<file path="src/rtl/btn_event_decoder.sv">
// Turns a debounced button level into one-cycle press/release/long/repeat events plus a press count.
// Build option: define BTN_REPEAT_EN to enable auto-repeat pulses while the button is held.
module btn_event_decoder #(
    parameter int unsigned LONG_CYCLES   = 25000000,
    parameter int unsigned REPEAT_CYCLES = 5000000,
    parameter int unsigned TIMER_W       = 32,
    parameter int unsigned COUNT_W       = 8
) (
    input  logic               clockSource,
    input  logic               resetN,
    input  logic               btnState,
    output logic               pressPulse,
    output logic               releasePulse,
    output logic               longPulse,
    output logic               repeatPulse,
    output logic               holdActive,
    output logic [COUNT_W-1:0] pressCount,
    output logic [1:0]         stateDbg
);

    typedef enum logic [1:0] {
        IDLE    = 2'd0,
        PRESSED = 2'd1,
        HELD    = 2'd2
    } state_t;

    localparam logic [TIMER_W-1:0] LONG_LAST = TIMER_W'(LONG_CYCLES - 1);

    // Parameter sanity: both intervals need at least two cycles and must fit the timer.
    if (LONG_CYCLES < 2 || REPEAT_CYCLES < 2) begin : gBadCycles
        $error("btn_event_decoder: LONG_CYCLES and REPEAT_CYCLES must be >= 2");
    end
    if (((LONG_CYCLES - 1) >> TIMER_W) != 0 || ((REPEAT_CYCLES - 1) >> TIMER_W) != 0) begin : gBadWidth
        $error("btn_event_decoder: TIMER_W too narrow for cycle counts");
    end

    state_t             state;
    state_t             stateNext;
    logic               syncMeta;
    logic               s;
    logic [TIMER_W-1:0] timer;
    logic [TIMER_W-1:0] timerNext;
    logic               pressNext;
    logic               releaseNext;
    logic               longNext;
    logic               repeatNext;
    logic               holdNext;
    logic [COUNT_W-1:0] countNext;

    assign stateDbg = state;

    always_ff @(posedge clockSource or negedge resetN) begin
        if (!resetN) begin
            syncMeta <= 1'b0;
            s        <= 1'b0;
        end else begin
            syncMeta <= btnState;
            s        <= syncMeta;
        end
    end

    always_comb begin
        stateNext   = state;
        timerNext   = timer;
        pressNext   = 1'b0;
        releaseNext = 1'b0;
        longNext    = 1'b0;
        repeatNext  = 1'b0;
        holdNext    = holdActive;
        countNext   = pressCount;
        case (state)
            IDLE: begin
                if (s) begin
                    pressNext = 1'b1;
                    countNext = pressCount + 1'b1;
                    timerNext = '0;
                    stateNext = PRESSED;
                end
            end
            PRESSED: begin
                // Release wins over the long-press terminal count.
                if (!s) begin
                    releaseNext = 1'b1;
                    stateNext   = IDLE;
                end else if (timer == LONG_LAST) begin
                    longNext  = 1'b1;
                    holdNext  = 1'b1;
                    timerNext = '0;
                    stateNext = HELD;
                end else begin
                    timerNext = timer + 1'b1;
                end
            end
            HELD: begin
                if (!s) begin
                    releaseNext = 1'b1;
                    holdNext    = 1'b0;
                    stateNext   = IDLE;
                end
`ifdef BTN_REPEAT_EN
                else if (timer == TIMER_W'(REPEAT_CYCLES - 1)) begin
                    repeatNext = 1'b1;
                    timerNext  = '0;
                end else begin
                    timerNext = timer + 1'b1;
                end
`endif
            end
            default: begin
                stateNext = IDLE;
                holdNext  = 1'b0;
            end
        endcase
    end

    always_ff @(posedge clockSource or negedge resetN) begin
        if (!resetN) begin
            state        <= IDLE;
            timer        <= '0;
            pressPulse   <= 1'b0;
            releasePulse <= 1'b0;
            longPulse    <= 1'b0;
            repeatPulse  <= 1'b0;
            holdActive   <= 1'b0;
            pressCount   <= '0;
        end else begin
            state        <= stateNext;
            timer        <= timerNext;
            pressPulse   <= pressNext;
            releasePulse <= releaseNext;
            longPulse    <= longNext;
            repeatPulse  <= repeatNext;
            holdActive   <= holdNext;
            pressCount   <= countNext;
        end
    end

endmodule

</file>
<file path="config.mk">
export PLATFORM = sky130hd
export DESIGN_NAME = btn_event_decoder
export DESIGN_NICKNAME = d
export VERILOG_FILES = /design/src/rtl/btn_event_decoder.sv
export SDC_FILE = /design/constraint.sdc
export NUM_CORES = 1
export LEC_CHECK = 0
export ABC_CLOCK_PERIOD_IN_PS = 2150
export CORE_ASPECT_RATIO = 0.6
export CORE_MARGIN = 1.5
export CORE_UTILIZATION = 30
export DETAILED_ROUTE_END_ITERATION = 16
export SETUP_SLACK_MARGIN = 0.4
export SLEW_MARGIN = 10
export SYNTH_ARGS = -nofsm -noshare
export SYNTH_HDL_FRONTEND = slang
export SYNTH_SLANG_ARGS = --single-unit
</file>
<file path="constraint.sdc">
create_clock -name clockSource -period 2.15 [get_ports clockSource]
set_input_delay 0.43 -clock clockSource [delete_from_list [all_inputs] [get_ports clockSource]]
set_output_delay 0.43 -clock clockSource [all_outputs]
set_load 0.02 [all_outputs]
</file>
==> key figures, run 1 <==
Status
  – Status: complete, no violations

Power
  – PD cells: 846 nW/um2
  – Leakage power: 1.45 nW
  – Total power: 2.84 mW
  – Max VDD drop: 399 uV

Clock tree
  – H-tree Lvls: 2
  – TritonCTS clock tree: done
  – CTS root buffer: clkbuf_16
  – Num Clock Sinks: 48
  – Clock latency at the later pin of the worst-skew pair: 0.29 ns
  – Hold buffer count at cts: 0
  – Number of buffers created by CTS: 5
  – CTS Buffer Depth: 2
  – Worst-path clk slew: 0.07 ns

Critical path
  – Crit path max-delay cell type: or4_4
  – Critical Path Start Type: register
  – Critical path buffers and inverters: 2
  – Crit path kind: register to register
  – CP Cell Sequence: or4_4 -> nor4b_4 -> a31o_4 -> buf_12 -> buf_16 -> nor2_1
  – Endpoint class of the critical path: register
  – Max incr delay on CP: 0.57 ns
  – CP Max Fanout: 8
  – WP data required: 2.33 ns
  – Worst EP arrival: 2.14 ns
  – Critical path's top delay family: simple AND/OR/NAND/NOR gates

Finish
  – Final instance area: 3360 um2
  – Max reg flops: 32
  – Largest Register: timer
  – Nets: 299
  – Synthesis-to-finish area growth: 36.3%
  – Fillers: 740
  – N_diodes: 0
  – Most common cell after layout, fill and taps aside: dfrtp_1
  – Fin util: 42.4%
  – Most frequent cells in the layout: dfrtp_1, nand2_1, xor2_1
  – Layout cells sized above 1: 29.8%

Route
  – Vias/cell: 4.96
  – TritonRoute pass-1 iters: 4
  – Vias: 1984
  – Iter 0 DRT Violations: 140
  – Residual DRC count: 0
  – Final wirelength: 6260 um
  – Wire length per cell: 15.7 um
  – Remaining antenna violation count after routing: 0

STA
  – RSZ-0062 raised after global routing: true
  – Actual slew at the worst max-slew pin: 0.534 ns
  – Shortest period the worst path allows: 1.96 ns
  – Tcrit/Tclk final: 91.2%
  – Worst slew margin: 64.1%
  – Finish-stage setup viols: 0
  – Min Hold Slack: 0.111 ns
  – Setup TNS Final: 0 ns
  – Final hold violation count: 0
  – Slew Limit Fails: 0
  – Clk_skew: 0.00549 ns
  – Peak Freq: 510 MHz

Synthesis
  – Synth area leaders: dfrtp_1, xor2_1, nor2_1
  – Avg Inst Size Synth: 9.69 um2
  – Synthesized instance count: 254
  – Synth Register Bits: 48
  – Post-synth top area cell: dfrtp_1
  – Syn_nets: 262
  – Warnings, synthesis: 0
  – Cell Area, Synth: 2460 um2
  – Seq/Total Area, Yosys: 48.8%
  – Synth top area share: 48.8%
  – Synth unique cells: 40

Placed design
  – Count of input and output buffers: 16
  – Post-DP HPWL: 3920 um
  – RD Place Congestion: 0.908
  – Dpl cell area: 2820 um2

Floorplanning
  – Die Span Y: 73.2 um
  – Die width: 120 um
  – Num ports: 18
  – Core area: 7910 um2
  – Starting Density: 31.1%
  – Cell row count: 25
  – Full die area: 8780 um2

Global route
  – Total grt overflow: 0
  – Global Route Usage Sum: 14.9%
  – First-pass GRT wire length: 9890 um
  – Busiest grt layer: met1
  – Met1 Use GR: 22.4%
  – Grt met2 use: 20.0%
  – Met3 Track Usage GR: 4.06%
  – Antenna violations before repair: 0
  – Largest net degree at the start of global routing: 28
  – Vias in the first global route: 1938

Flow run
  – Max Cap Viol: 0

Min path
  – Worst min path class: primary input to asynchronous set/reset pin
==> worst reg2reg max path, stage by stage (launching register included) <==
cell	delay (ns)
dfrtp_2	0.46
or4_4	0.57
nor4b_4	0.28
a31o_4	0.23
buf_12	0.12
buf_16	0.14
nor2_1	0.05
==> final timing paths <==
| check | from | to | slack [ns] | depth (start not counted) |
|---|---|---|---|---|
| max | timer[27] | timer[22] | 0.19 | 6 |
| min | resetN | timer[16] | 0.11 | 1 |
| max reg2reg | timer[27] | timer[22] | 0.19 | 6 |
| min reg2reg | syncMeta | s | 0.35 | 0 |
| max in group asynchronous | resetN | timer[24] | 1.49 | 2 |
| min in group clockSource | syncMeta | s | 0.35 | 0 |
==> cells by family after synthesis <==
family | after synthesis | share of synthesized area [%]
AO/OA/AOI/OAI | 18 | 5.18
AND/OR/NAND/NOR | 126 | 27.0
buffers and inverters | 21 | 3.91
adder cells (fa/ha/maj) | 5 | 2.54
flip-flops | 48 | 48.8
XOR/XNOR | 35 | 12.4
other | 1 | 0.152
==> final cells by class <==
class	instances	area (um2)	share of cell area [%]
multi-input combinational	185	1360	40.4
sequential	48	1210	36.1
timing repair buffer	42	457	13.6
tap	108	135	4.03
clock buffer	6	129	3.84
clock inverter	2	35.0	1.04
inverter	9	33.8	1.01
==> metal layers <==
metal / vias to the layer above / share of wire (%)
met5: - / 0
met4: 0 / 1.7
met3: 11 / 4.7
met2: 41 / 42
met1: 982 / 52
li1: 950 / -
==> synth_stat cells <==
library cell and count:
o31ai_2 1, ha_1 5, o21ai_0 3, o2bb2ai_1 1, buf_1 1, or4_4 2, o2111a_1 1, conb_1 1
o31ai_1 1, nand3_1 12, and3_1 5, o21a_1 1, buf_2 5, and3_2 1, or4_1 1, buf_6 1
or3_4 1, or3_1 3, and2_1 1, nor3_1 6, nor2_1 33, nand2_1 27, a211o_1 1, nor4_1 4
clkbuf_1 4, a21oi_1 6, xnor2_1 9, dfrtp_1 48, xor2_1 26, and4_1 4, nor4b_1 3, buf_4 1
nand3_2 1, a31o_2 2, nand4bb_1 2, nand2_2 1, inv_1 9, nor2b_1 1, nand4_1 18, o311ai_1 1
==> metrics by stage <==
| stage | setup WS [ns] | instances |
|---|---|---|
| finish | 0.189 | 400 |
| floorplan | 0.295 | 254 |
| detailed placement | 0.198 | 377 |
| CTS | 0.210 | 396 |
| global route | 0.129 | 400 |
| global placement | 0.250 | 377 |
==> power by group <==
group	total [mW]	leakage [nW]	switching (mW)	internal (mW)
Sequential	1.10	0.636	0.0978	1.00
Clock	0.878	0.0808	0.331	0.547
Combinational	0.861	0.730	0.463	0.399
Total	2.84	1.45	0.892	1.95
==> timing repair <==
item,4_1_cts,5_1_grt
gates cloned,2,1
endpoints found under the setup margin,37,44
setup buffers,9,3
pin swaps,13,7
resized for setup,21,36
Note: power is estimated with default switching activity, not from simulation.
==> run 2, diff against run 1 <==
Settings changed: CORE_MARGIN 1.5 to default, SKIP_LAST_GASP from default to 1.
==> run 2 against run 1 <==
Routed wire length grew 0.48%. Critical path depth increased by 1. Non-clock buffer count rose by 2. Global-route usage rose by 0.45 points. Die area fell by 2.2%. Total power decreased by 2.3%. Sequential share of layout area decreased by 0.58 points. Clock skew fell by 0.0011 ns. Register-to-register slack hardly changed. Largest power group unchanged.
==> key figures, run 2 (synthesized netlist as in run 1, its figures left out) <==
Route
  – Iter 0 DRT Violations: 128
  – Top sig layer: met4
  – Met2 routed WL: 2550 um
  – Remaining antenna violation count after routing: 0
  – Final wirelength: 6290 um
  – Met3 wire length: 353 um
  – TritonRoute pass-1 iters: 5
  – Vias: 2020
  – Wire length per cell: 15.6 um
  – Residual DRC count: 0
  – Vias/cell: 5.01
  – M1 wire length: 3300 um

STA
  – Final hold violation count: 0
  – Clk_skew: 0.00443 ns
  – Finish-stage setup viols: 0
  – Slew Limit Fails: 0
  – Setup TNS Final: 0 ns
  – Shortest period the worst path allows: 1.96 ns
  – Peak Freq: 511 MHz
  – Tcrit/Tclk final: 91.0%
  – RSZ-0062 raised after global routing: true

Finish
  – Finished Layout Cells: 403
  – Largest Register: timer
  – Most frequent cells in the layout: dfrtp_1, nand2_1, xor2_1
  – Synthesis-to-finish area growth: 38.3%
  – N_diodes: 0
  – Max reg flops: 32
  – Fillers: 748
  – Storage cell area: 1210 um2
  – Most common cell after layout, fill and taps aside: dfrtp_1
  – Layout cells sized above 1: 34.2%
  – Nets: 302
  – Multi-input gate area: 1400 um2

Power
  – PD cells: 815 nW/um2
  – Leakage power: 1.43 nW
  – Max VDD drop: 308 uV
  – Total power: 2.77 mW

Clock tree
  – Num Clock Sinks: 48
  – Clock latency at the later pin of the worst-skew pair: 0.29 ns
  – Number of buffers created by CTS: 5
  – CTS root buffer: clkbuf_16
  – Hold buffer count at cts: 0
  – CTS Buffer Depth: 2
  – TritonCTS clock tree: done
  – H-tree Lvls: 2
  – Worst-path clk slew: 0.07 ns

Min path
  – Worst min path class: primary input to asynchronous set/reset pin

Floorplanning
  – Num ports: 18
  – Die width: 119 um
  – Die Span Y: 72.2 um
  – Core area: 7910 um2
  – Full die area: 8590 um2
  – Cell row count: 25
  – Starting Density: 31.1%

Critical path
  – Worst Reg-to-Reg Cells: 7
  – R2r startpoint: timer[25]
  – Endpoint class of the critical path: register
  – Reg-to-reg slack, setup: 0.19 ns
  – Crit path kind: register to register
  – CP Max Fanout: 7
  – WP data required: 2.33 ns
  – Worst r2r dst: timer[9]
  – Critical Path Start Type: register
  – Worst EP arrival: 2.14 ns

Global route
  – Vias in the first global route: 1942
  – Antenna violations before repair: 0
  – First-pass GRT wire length: 10200 um
  – Largest net degree at the start of global routing: 49
  – Global Route Usage Sum: 15.3%
  – Total grt overflow: 0

Flow run
  – Max Cap Viol: 0

Placed design
  – RD Place Congestion: 0.793
  – Count of input and output buffers: 16
  – Inst Count DP: 377
  – Post-DP HPWL: 3840 um

Status
  – Status: complete, no violations
-- run 2: worst max-delay path by stage --
stage                     start    endpoint  depth (start not counted)
floorplan           stateDbg[1]   timer[27]                          8
finish                timer[25]    timer[9]                          7
global placement      timer[26]  holdActive                          5
global route          timer[23]   timer[29]                          7
CTS                   timer[25]   timer[26]                          7
detailed placement    timer[25]    timer[4]                          6
-- run 2: stage by stage --
stage                     cell area (um2)  setup slack, ns  hold slack [ns]  util [%]
after detailed placement             2820            0.216            0.342      35.7
after global routing                 3400            0.134            0.142      43.0
after global placement               2820            0.198            0.339      35.7
final                                3400            0.194            0.118      43.0
after CTS                            3120            0.215            0.128      39.5
after floorplan                      2510            0.295            0.134         -
-- run 2: report_power, final --
group | switching [mW] | total [mW] | leakage [nW] | internal, mW
clock | 0.339 | 0.802 | 0.0691 | 0.463
combinational | 0.477 | 0.874 | 0.724 | 0.397
sequential | 0.0958 | 1.10 | 0.640 | 1.00
total | 0.912 | 2.77 | 1.43 | 1.86
-- run 2: layer usage --
layer  GRT usage [%]  up-vias
li1                -      960
met1            24.4      993
met2            20.3       57
met3            3.14       10
met4            4.22        0
met5               0        -
-- run 2: repair_timing --
action                     in CTS  in global routing
setup buffers                  10                  4
gates cloned                    2                  2
resized for setup              10                 55
pin swaps                       7                 15
setup endpoints to repair      37                 43
-- run 2: critical path, cell delays in order (launching register included) --
cell	delay [ns]
dfrtp_2	0.41
nand4bb_1	0.17
or4_4	0.44
nor4b_4	0.25
a31o_2	0.24
buf_6	0.13
clkbuf_16	0.16
nor2_2	0.05
-- run 2: area by class of cell --
type,instances,area share [%]
multi-input combinational,186,41.2
sequential,48,35.5
timing repair buffer,44,13.8
clock buffer,6,4.08
clock inverter,2,0.441
inverter,9,0.992
tap,108,3.97
==> run 3, diff against run 2 <==
Settings changed: HOLD_SLACK_MARGIN from default to 0.05, SKIP_LAST_GASP 1 to default.
==> results of run 3 <==
No change in the layout: final DEF, timing and power equal those of run 2.
